[config.mk]
export PLATFORM = sky130hd
export DESIGN_NAME = mult_accumulator
export DESIGN_NICKNAME = d
export VERILOG_FILES = /design/src/rtl/mult_acc_pkg.sv /design/src/rtl/acc_sat_adder.sv /design/src/rtl/mult_accumulator.sv
export SDC_FILE = /design/constraint.sdc
export NUM_CORES = 1
export LEC_CHECK = 0
export ABC_CLOCK_PERIOD_IN_PS = 3450
export BUFFER_PORTS_ARGS = -buffer_cell sky130_fd_sc_hd__buf_4
export CORE_MARGIN = 1
export CORE_UTILIZATION = 50
export CTS_CLUSTER_SIZE = 10
export DETAILED_ROUTE_END_ITERATION = 8
export MAX_ROUTING_LAYER = met4
export PLACE_DENSITY = 0.72
export SLEW_MARGIN = 20
export SYNTH_ARGS = -nofsm -noshare
export SYNTH_HDL_FRONTEND = slang
export SYNTH_HIERARCHICAL = 1
export SYNTH_SLANG_ARGS = --single-unit
export TNS_END_PERCENT = 20
[constraint.sdc]
create_clock -name clk -period 3.45 [get_ports clk]
set_input_delay 0.1725 -clock clk [delete_from_list [all_inputs] [get_ports clk]]
set_output_delay 0.1725 -clock clk [all_outputs]
set_load 0.03 [all_outputs]
[src/rtl/mult_acc_pkg.sv]
// Shared types and default widths for the product-stream accumulator.
// The optional MULT_ACC_SATURATE_EN macro is consumed by acc_sat_adder.
package mult_acc_pkg;

    localparam int DATA_W_DEF = 32;
    localparam int ACC_W_DEF  = 48;
    localparam int CNT_W_DEF  = 8;

    typedef enum logic [1:0] {
        IDLE = 2'd0,
        ACC  = 2'd1,
        HOLD = 2'd2
    } state_e;

endpackage

[src/rtl/acc_sat_adder.sv]
// Accumulator adder: ACC_W+1 bit sum of the running total and a zero-extended product.
// With MULT_ACC_SATURATE_EN defined, a carry out clamps the result to all-ones; otherwise it wraps.
module acc_sat_adder
    import mult_acc_pkg::*;
#(
    parameter int DATA_W = DATA_W_DEF,
    parameter int ACC_W  = ACC_W_DEF
) (
    input  logic [ACC_W-1:0]  acc_i,
    input  logic [DATA_W-1:0] add_i,
    output logic [ACC_W-1:0]  sum_o,
    output logic              carry_o
);

    logic [ACC_W:0] full_sum;

    assign full_sum = {1'b0, acc_i} + {{(ACC_W + 1 - DATA_W){1'b0}}, add_i};
    assign carry_o  = full_sum[ACC_W];

`ifdef MULT_ACC_SATURATE_EN
    // Once clamped, further non-negative addends keep carrying, so the clamp holds for the run.
    assign sum_o = carry_o ? {ACC_W{1'b1}} : full_sum[ACC_W-1:0];
`else
    assign sum_o = full_sum[ACC_W-1:0];
`endif

endmodule

[src/rtl/mult_accumulator.sv]
// Sums runs of LEN unsigned products and presents each total on a valid/ready port.
// Overflow handling (wrap or clamp) is selected by MULT_ACC_SATURATE_EN inside acc_sat_adder.
module mult_accumulator
    import mult_acc_pkg::*;
#(
    parameter int DATA_W = DATA_W_DEF,
    parameter int ACC_W  = ACC_W_DEF,
    parameter int CNT_W  = CNT_W_DEF
) (
    input  logic              clk,
    input  logic              rst,
    input  logic [CNT_W-1:0]  len,
    input  logic              prod_valid,
    output logic              prod_ready,
    input  logic [DATA_W-1:0] prod_data,
    output logic              sum_valid,
    input  logic              sum_ready,
    output logic [ACC_W-1:0]  sum_data,
    output logic              sum_ovf,
    output logic              busy
);

    state_e            state_q, state_d;
    logic [ACC_W-1:0]  acc_q,   acc_d;
    logic [CNT_W-1:0]  cnt_q,   cnt_d;
    logic [CNT_W-1:0]  len_q,   len_d;
    logic              ovf_q,   ovf_d;

    logic              beat;
    logic              start_run;
    logic [CNT_W-1:0]  cnt_inc;
    logic [CNT_W-1:0]  len_eff;
    logic [ACC_W-1:0]  add_sum;
    logic              add_carry;

    assign sum_valid  = (state_q == HOLD);
    assign prod_ready = (state_q == HOLD) ? sum_ready : 1'b1;
    assign beat       = prod_valid & prod_ready;
    assign busy       = (state_q != IDLE);
    assign sum_data   = sum_valid ? acc_q : '0;
    assign sum_ovf    = sum_valid & ovf_q;

    assign cnt_inc = cnt_q + CNT_W'(1);
    assign len_eff = (len == '0) ? CNT_W'(1) : len;

    acc_sat_adder #(
        .DATA_W (DATA_W),
        .ACC_W  (ACC_W)
    ) u_adder (
        .acc_i   (acc_q),
        .add_i   (prod_data),
        .sum_o   (add_sum),
        .carry_o (add_carry)
    );

    always_comb begin
        state_d   = state_q;
        acc_d     = acc_q;
        cnt_d     = cnt_q;
        len_d     = len_q;
        ovf_d     = ovf_q;
        start_run = 1'b0;

        case (state_q)
            IDLE: begin
                start_run = beat;
            end
            ACC: begin
                if (beat) begin
                    acc_d = add_sum;
                    ovf_d = ovf_q | add_carry;
                    cnt_d = cnt_inc;
                    if (cnt_inc == len_q) begin
                        state_d = HOLD;
                    end
                end
            end
            HOLD: begin
                // A beat here implies sum_ready, so the handoff and the new run share the cycle.
                if (sum_ready) begin
                    start_run = beat;
                    state_d   = IDLE;
                end
            end
            default: begin
                state_d = IDLE;
            end
        endcase

        if (start_run) begin
            len_d   = len_eff;
            acc_d   = ACC_W'(prod_data);
            cnt_d   = CNT_W'(1);
            ovf_d   = 1'b0;
            state_d = (len_eff == CNT_W'(1)) ? HOLD : ACC;
        end
    end

    always_ff @(posedge clk or posedge rst) begin
        if (rst) begin
            state_q <= IDLE;
            acc_q   <= '0;
            cnt_q   <= '0;
            len_q   <= '0;
            ovf_q   <= 1'b0;
        end else begin
            state_q <= state_d;
            acc_q   <= acc_d;
            cnt_q   <= cnt_d;
            len_q   <= len_d;
            ovf_q   <= ovf_d;
        end
    end

endmodule

# Word-level counts from Yosys, hierarchy flattened

Cells that the tools add are included.

Flip-flop bits (word level): 67
Bits of input ports: 44
Output and inout port bits: 52
Logic and storage cells: 45

$add $sub $neg: 2
Equal/unequal tests: 8
Multiplexer cells: 20
Bitwise logic cells: 3
Reductions and logical operators: 7

Operator list:

| kind                  | count |
|---|---|
| $mux W48              | 4 |
| $add A48 B32 Y49      | 1 |
| $mux W8               | 4 |
| $mux W2               | 5 |
| $add A8 B1 Y8 const B | 1 |
| $eq A8 B1 Y1 const B  | 1 |
| $eq A8 B8 Y1          | 1 |
| $logic_not A8 Y1      | 1 |
| $ne A3 B3 Y1 const B  | 2 |
| $pmux W2 S3           | 1 |
| $reduce_bool A2 Y1    | 3 |
| $mux W1               | 5 |
| $reduce_and A4 Y1     | 1 |
| $ne A3 B1 Y1 const B  | 1 |
| $and A1 B1 Y1         | 2 |
| $eq A2 B1 Y1 const B  | 1 |
| $eq A2 B2 Y1 const B  | 1 |
| $logic_not A2 Y1      | 1 |
| $ne A2 B2 Y1 const B  | 1 |
| $pmux W1 S2           | 1 |
| $reduce_and A2 Y1     | 1 |
| $or A1 B1 Y1          | 1 |

# Depth between registers and ports, before layout

Gate-level depths: netlist of run 1.

Depth after elaboration: 7
Mapped depth: 13
Gate-level depth less buffers: 12

# By module

The synthesis of run 1 kept the hierarchy.

Modules (own cells, without submodules):

| module           | instances | cells each | area each (um^2) | seq. area each (um^2) |
|---|---|---|---|---|
| mult_accumulator | 1         | 340        | 3453.3           | 1676.6 |
| acc_sat_adder    | 1         | 327        | 2247.2           | 0.0 |

# Worst setup path after synthesis of run 1

No wires, ideal clock.

Kind: reg2reg
Start: register acc_q[0]
End: register acc_q[36]
Library setup time: 0.121 ns
Data arrival time: 2.698 ns
Data required time: 3.329 ns
Slack: 0.631 ns
Stages on the path, launching flop included: 12
Path buffers: 0
Clock period less this slack: 2.819 ns
Cell sequence: dfrtp_1 ha_1 fa_1 a21o_1 a221oi_2 a211oi_2 o21ai_2 a21boi_2 o31ai_4 a21boi_0 xor2_1 a22o_1

Word-level cells in the longest chain between the ends: 4

RTL lines:

| item                     | line                    | RTL |
|---|---|---|
| start: declaration       | mult_accumulator.sv:24  | `logic [ACC_W-1:0] acc_q, acc_d;` |
| start signal: assignment | mult_accumulator.sv:102 | `acc_q <= '0;` |
| start signal: assignment | mult_accumulator.sv:108 | `acc_q <= acc_d;` |
| $add A48 B32 Y49         | acc_sat_adder.sv:17     | `assign full_sum = {1'b0, acc_i} + {{(ACC_W + 1 - DATA_W){1'b0}}, add_i};` |
| via add_sum[36]          | mult_accumulator.sv:33  | `logic [ACC_W-1:0] add_sum;` |
| $mux W48                 | mult_accumulator.sv:69  | `if (beat) begin` |
| $mux W48                 | mult_accumulator.sv:64  | `case (state_q)` |
| $mux W48                 | mult_accumulator.sv:90  | `if (start_run) begin` |

The timed path passes the listed nets, and every way through them passes these cells. The select of a mux whose other input is x is not followed.
A chain may end at the register's enable or synchronous reset.

# Worst setup path after layout of run 1

Same ends and word-level chain as after synthesis.

==> results.txt, run 1 <==
The run finished, with violations left. The final reports fail on negative hold slack. Of the cells placed in the final design, the portion with a size suffix greater than 1 is 18.6%. The number of failing hold endpoints at the final stage is 34. The standard cell core area came out at 11000 um^2.

The buffer cell driving the clock tree root is clkbuf_16. The worst register-to-register path ends at acc_q[36]. In this run the worst setup path begins at acc_q[0]. The starting density of the core came out at 51.9%. Summed over all layers, the routed wires come to 14000 um. The met2 layer wire length in the routed design is 6880 um. The number of DRC markers in iteration 0 is 276. The critical path ends at acc_q[36]. The number of sinks driven by the clock tree is 67.

The switching power as a share of total power is 43.0%. Among all flip-flop cells after synthesis, the most frequent one is dfrtp_1. The post-cts resize count is 0. The clock period minus final worst setup slack is 3.14 ns. The post-route setup TNS is 0 ns. 96 I/O pins were placed. The initial antenna violation count is 0. The cell-internal power is 2.91 mW. The die covers 11800 um^2.

Counting flops with a built-in enable in the synthesized netlist gives 0. The type of the worst min-delay path is in -> async. The filler cell count is 960. Setup repair after global routing left no endpoint under its margin. The highest clock frequency the design can meet is 0.319 GHz.

The clock-pin transition on the worst setup and hold timing paths is 0.06 ns. The arrival time at the worst endpoint is 3.37 ns. The post-synthesis instance area is 5700 um^2. The last weighted congestion value of the routability-driven placer came out at 0.841. In the layout the commonest cells are buf_4, dfrtp_1, nand2_1. The floorplan step set the die width to 109 um. The detailed placement HPWL came out at 9820 um. The number of cells on the critical path is 11. The count of input and output buffers is 95.

The post-synthesis sequential area ratio is 29.4%. Among all stages on the critical path, the largest delay is contributed by fa_1. In this run the power spent charging and discharging nets is 2.19 mW.

The startpoint identified for the worst register-to-register timing path is acc_q[0]. The number of warnings issued by yosys came out at 6. The share of flip-flops with an asynchronous set or reset after synthesis is 100%. The setup skew after layout is 0.00448 ns. The global-route wire length before repair is 23100 um. The length of the first detailed-routing pass in iterations came out at 5. The worst reg2reg path depth is 11. Counting both buffers and inverters, the worst setup path holds a total of 0. The number of buffers between clock root and the deepest sink is 2. Measured on the finished design, the core utilization comes to 61.4%. A synthesized cell averages 8.55 um^2.

The number of distinct library cell variants in the gate-level netlist after synthesis came out at 62. The vias per cell is 5.84. The post-layout net count came out at 813. In this run the number of H-tree levels came out at 3. In the final routed layout, each cell accounts on average for 15.9 um. The count of max-cap constraint violations came out at 0. The cell count after synthesis came out at 667. Global routing used 25.6% of the available tracks. The post-synthesis to final-layout area growth is 18.3%. The post-route fraction of the period consumed by the critical path is 90.9%. IR analysis of the VDD net gives a maximum drop of 0.387 mV. The y dimension of the die came out at 109 um. The setup path with the least slack is of type reg -> reg. The total of endpoints with negative setup slack in the final report came out at 0. The highest layer touched by signal routing is met4. STA classifies the critical path startpoint as a register. The count of hold buffers inserted by post-cts repair is 0. The number of global-route vias before repair was 4950. The antenna cell count came out at 0. After detailed placement, the design holds a cell count of 864. The post-CTS setup buffer count is 0. Clock latency on the worst-skew pair, taken at its later pin, is 0.34 ns. For this run, the number of standard cells in the final layout without fillers is 880. Clock tree synthesis inserted a total of 9 buffers. The required time of the critical path came out at 3.68 ns. After detailed routing, the number of remaining DRC violations is 0. The routed design uses 557 um of met3 wire. Sequential cells burn 27.0% of the power. The total grt overflow came out at 0. The number of cell rows came out at 38.

The routed layout has 5141 vias. The clock network fraction of total power is 18.6%. The relative contribution of combinational cells to total power came out at 54.5%.

The top cell family by delay on the critical path is compound AO/OA/AOI/OAI gates. The pin count of the biggest net entering global routing came out at 89. The flip-flop and latch count after synthesis is 67.

At the pin with the least slew margin, the transition time is 0.909 ns. The worst setup path is captured at a register. The worst-case hold slack came out at -0.0101 ns.

The largest fanout on the critical path came out at 6. The critical path goes through ha_1 -> fa_1 -> a21o_1 -> a221oi_2 -> a211oi_2 -> o21ai_2 -> a21boi_2 -> o31ai_4 -> a21boi_0 -> xor2_1 -> a22o_1. The largest stage delay on the critical path is 0.40 ns. The number of nets with antenna violations after detailed routing came out at 0. The leakage power came out at 3.07 nW. The setup slack on the worst flop-to-flop path is 0.31 ns.

After detailed routing, the wire length on met1 is 6180 um. Leaving out fill and tap cells, the most frequent cell in the layout is buf_4. The clock tree from TritonCTS is done. The relative slew slack came out at 39.4%. The power per cell area came out at 756 nW/um^2. The max-slew violation count was 0. The synthesized netlist net count is 745.
-- per-layer routing --
layer  vias up  track usage [%]
li1       2542                -
met1      2435             29.9
met4         0             11.8
met3        29             5.32
met5         -                -
met2       135             42.4
-- state kept, by name (all words and copies together), names as in the netlist --
| name | flops |
|---|---|
| len_q | 8 |
| ovf_q | 1 |
| state_q | 2 |
| acc_q | 48 |
| cnt_q | 8 |
-- cell type report --
class                           count  area (um^2)  share of cell area [%]
Inverter                           10         37.5                   0.557
Timing Repair Buffer               99          743                    11.0
Clock inverter                      6         65.1                   0.965
Tap cell                          140          175                    2.60
Multi-Input combinational cell    548         3810                    56.5
Clock buffer                       10          239                    3.54
Sequential cell                    67         1680                    24.9
-- metrics by stage --
| step | worst slack, ns | total power [mW] | cell area (um^2) |
|---|---|---|---|
| floorplan | 0.631 | 3.60 | 5700 |
| global placement | 0.399 | 4.04 | 6440 |
| detailed placement | 0.343 | 4.12 | 6440 |
| CTS | 0.324 | 5.11 | 6740 |
| global route | 0.0936 | 5.52 | 6740 |
| finish | 0.313 | 5.10 | 6740 |
-- synth_stat cells (2+ instances only) --
cell type	instances	area, um^2
o311ai_1	6	52.6
a211oi_1	2	15.0
and2_1	51	319
o31ai_1	4	30.0
buf_6	2	22.5
dfrtp_1	67	1680
xor2_1	23	201
nor4_1	3	18.8
o21ai_0	55	275
a22o_1	18	158
nor3b_1	2	15.0
o211ai_1	2	15.0
nand3b_1	3	22.5
and4_1	6	52.6
a21o_1	23	173
nand3_1	16	80.1
buf_4	2	15.0
nand2_1	66	248
and3_1	10	62.6
buf_2	14	70.1
a21boi_0	2	15.0
nor2_1	26	97.6
or3_1	3	18.8
o21a_1	4	30.0
o21bai_1	3	22.5
a31oi_1	8	50.1
xnor2_1	28	245
nand2b_1	7	43.8
clkbuf_1	23	86.3
nor3_1	11	55.1
nor2b_1	7	43.8
inv_1	10	37.5
mux2i_1	32	320
mux2_2	8	90.1
ha_1	33	413
a21oi_1	49	245
nand4_1	13	81.3
-- worst min-delay path by stage --
stage | start | end | cells after the start
after CTS | rst | acc_q[12] | 2
final | rst | acc_q[2] | 2
after detailed placement | rst | acc_q[7] | 2
after global routing | len[0] | len_q[0] | 2
after global placement | rst | acc_q[7] | 2
after floorplan | len[0] | len_q[0] | 1
-- cells by family after synthesis --
family	after synthesis	synth area share (%)
AOI/OAI and AO/OA	197	23.2
xor gates and xnor gates	51	7.84
adders and majority gates	34	7.59
buffers and inverters	52	4.13
DFF	67	29.4
muxes	40	7.20
and+or+nand+nor	226	20.6
-- power groups by stage --
stage                     sequential (mW)  combinational, mW  clock, mW
after floorplan                      1.26               2.34          0
after global placement               1.37               2.67          0
after detailed placement             1.39               2.74          0
after CTS                            1.38               2.77      0.965
after global routing                 1.43               3.10      0.994
final                                1.37               2.78      0.947
Note: power is estimated with default switching activity, not from simulation.
==> run 2: changes to the inputs <==
--- a/config.mk
+++ b/config.mk
@@ -12,7 +12,7 @@
 export CTS_CLUSTER_SIZE = 10
 export DETAILED_ROUTE_END_ITERATION = 8
 export MAX_ROUTING_LAYER = met4
-export PLACE_DENSITY = 0.72
+export PLACE_DENSITY = 0.83
 export SLEW_MARGIN = 20
 export SYNTH_ARGS = -nofsm -noshare
 export SYNTH_HDL_FRONTEND = slang
==> run 2 against run 1 <==
  * The run still ends with negative hold slack left
  * Largest power group unchanged
  * Sequential power hardly changed
  * Setup slack worse by 0.029 ns
  * First-iteration DRC count is 12% lower
  * Power is 1.5% lower
  * Critical path depth stayed put
  * Via count is 1.6% higher
  * Clock skew is 0.00072 ns higher
  * Count of clock-buffer cells in the layout is 1 lower
  * Register-to-register slack worse by 0.03 ns
  * Final area is 0.48% lower
==> results.txt, run 2 (synthesized netlist as in run 1, its figures left out) <==
The run finished, with violations left. The final reports fail on negative hold slack. The count of input and output buffers was 95 (unchanged). The total of endpoints with negative setup slack in the final report came out at 0 (unchanged). The relative slew slack is 37.1% (-2.4 points). The max-slew violation count came to 0 (unchanged). The overall via count from detail_route was 5223 (+1.6%).

The total global-route track usage came out at 25.2% (-0.42 points). The number of buffers and inverters on the critical path was 0 (unchanged). The detailed placement HPWL came out at 9690 um (-1.4%). The proportion of layout cells with a drive suffix above 1 came to 18.6% (unchanged). The vias per cell came out at 5.94 (+1.6%). The final design utilization is 61.1% (-0.30 points). The total non-filler cell area in the finished layout came out at 6710 um^2 (-0.48%). The type of the worst min-delay path is in -> async.

The total number of H-tree levels is 3 (unchanged). The count of max-cap constraint violations came to 0 (unchanged). In the final layout, the registers with the most flip-flops are acc_q: 48 flops, cnt_q: 8 flops, len_q: 8 flops. The final cell count without fillers came out at 880 (unchanged).

The placed cell count came out at 864 (unchanged). The sum of routed wire length over all layers came out at 13800 um (-1.5%). The worst setup path is captured at a register. The clock-pin transition on the worst setup and hold timing paths came out at 0.06 ns (about the same). The transition time at the pin with the least slew margin is 0.944 ns (+0.0354 ns). The initial antenna violation count was 0 (unchanged). The width of the chip came out at 109 um (unchanged). The leakage power came out at 3.06 nW (-0.45%). The area of combinational cells with multiple inputs came out at 3810 um^2 (unchanged). The global-route wire length before repair came out at 23000 um (-0.66%).

The clock period minus final worst setup slack came out at 3.17 ns (+0.0285 ns). The required time of the critical path is 3.67 ns (about the same). The y dimension of the die came to 109 um (unchanged). The CTS buffer count is 9 (unchanged). Traced cell by cell, the critical path runs through ha_1 -> fa_1 -> a21o_1 -> a221oi_2 -> a211oi_2 -> o21ai_2 -> a21boi_2 -> o31ai_4 -> a21boi_0 -> xor2_1 -> a22o_1.

The power per cell area came to 748 nW/um^2 (-1.1%). The last weighted congestion value of the routability-driven placer came out at 0.875 (+4.0%). The starting density of the core came out at 51.9% (unchanged). The worst-case hold slack is -0.0192 ns (-0.00915 ns).

The post-route fraction of the period consumed by the critical path is 91.7% (+0.83 points). The total power after layout came out at 5.02 mW (-1.5%). The number of design rule violations left after detail routing came out at 0 (unchanged).

The flip-flop count of the largest register after layout came to 48 (unchanged). The length of the first detailed-routing pass in iterations came out at 4 (-1). The library cell used most frequently in the layout, excluding fill and tap cells, is buf_4. In the layout the commonest cells are buf_4, dfrtp_1, nand2_1. The arrival time at the worst endpoint is 3.39 ns (+0.02 ns). The critical path is of the reg -> reg type. The standard cell core area came out at 11000 um^2 (unchanged). The number of nets with antenna violations after detailed routing is 0 (unchanged).

The post-CTS setup buffer count is 0 (unchanged). The highest clock frequency the design can meet is 0.316 GHz (-0.90%). The total grt overflow is 0 (unchanged).

The pin count of the biggest net entering global routing came out at 89 (unchanged). The largest stage delay on the critical path came out at 0.41 ns (about the same). The number of global-route vias before repair is 5025 (+1.5%). The post-route setup TNS is 0 ns (unchanged). On the critical path, the stage with the largest delay is an instance of fa_1.

The full die area came out at 11800 um^2 (unchanged). The number of DRC markers in iteration 0 came out at 242 (-12%). The number of buffers between clock root and the deepest sink is 2 (unchanged). The clock latency on the worst-skew pair is 0.34 ns (about the same). The critical path startpoint category is a register. The combined flip-flop and latch cell area came out at 1680 um^2 (unchanged). The setup skew after layout came out at 0.00520 ns (+0.000720 ns). The number of sinks driven by the clock tree came out at 67 (unchanged). The average wire length per cell after detail routing came out at 15.6 um (-1.5%). Setup repair after global routing left no endpoint under its margin. The post-cts resize count came to 0 (unchanged). The worst supply voltage drop on vdd is 0.372 mV (-4.1%). Ranked by flip-flop count, first place goes to acc_q.

TritonCTS built the clock tree. The filler cell count is 953 (-0.73%). The I/O pin total came out at 96 (unchanged). The count of hold buffers inserted by post-cts repair is 0 (unchanged). The number of failing hold endpoints at the final stage came out at 40 (+18%).

The post-synthesis to final-layout area growth came out at 17.7%. The instance area at placement came out at 6440 um^2 (unchanged). In this run the clock root is driven by a clkbuf_16. The post-layout net count is 813 (unchanged). The top cell family by delay on the critical path is compound AO/OA/AOI/OAI gates. The number of cell rows came out at 38 (unchanged).

The antenna cell count came out at 0 (unchanged). The largest fanout on the critical path came to 6 (unchanged).
-- run 2: metal layers --
| metal | up-vias | share of wire [%] | global-route usage (%) |
|---|---|---|---|
| met3 | 32 | 5.2 | 4.60 |
| met1 | 2481 | 43 | 29.4 |
| li1 | 2547 | - | - |
| met4 | 0 | 2.0 | 9.75 |
| met5 | - | 0 | - |
| met2 | 163 | 49 | 43.1 |
-- run 2: layout make-up --
class	instances	area share (%)
well taps	140	2.61
clock inverters	7	0.671
clock buffers	9	3.36
flip-flops and latches	67	25.0
multi-input cells	548	56.7
repair buffers	99	11.1
inverters	10	0.578
-- run 2: worst paths after layout --
kind	slack, ns	cells past startpoint	startpoint	endpoint
worst max-delay path	0.28	11	acc_q[0]	acc_q[36]
max in group asynchronous	2.68	3	rst	acc_q[33]
worst min-delay path	-0.02	2	rst	acc_q[2]
worst min register to register	0.51	2	acc_q[4]	acc_q[4]
worst max register to register	0.28	11	acc_q[0]	acc_q[36]
min in group clk	0.07	2	len[0]	len_q[0]
-- run 2: through the flow --
stage | hold WS [ns] | setup WS, ns
finish | -0.0192 | 0.285
global route | 0.0457 | 0.0822
CTS | 0.0609 | 0.284
detailed placement | 0.413 | 0.311
global placement | 0.408 | 0.427
floorplan | 0.299 | 0.631
-- run 2: power breakdown --
part | internal [mW] | switching [mW]
clock network | 0.482 | 0.366
registers | 1.08 | 0.307
logic | 1.25 | 1.53
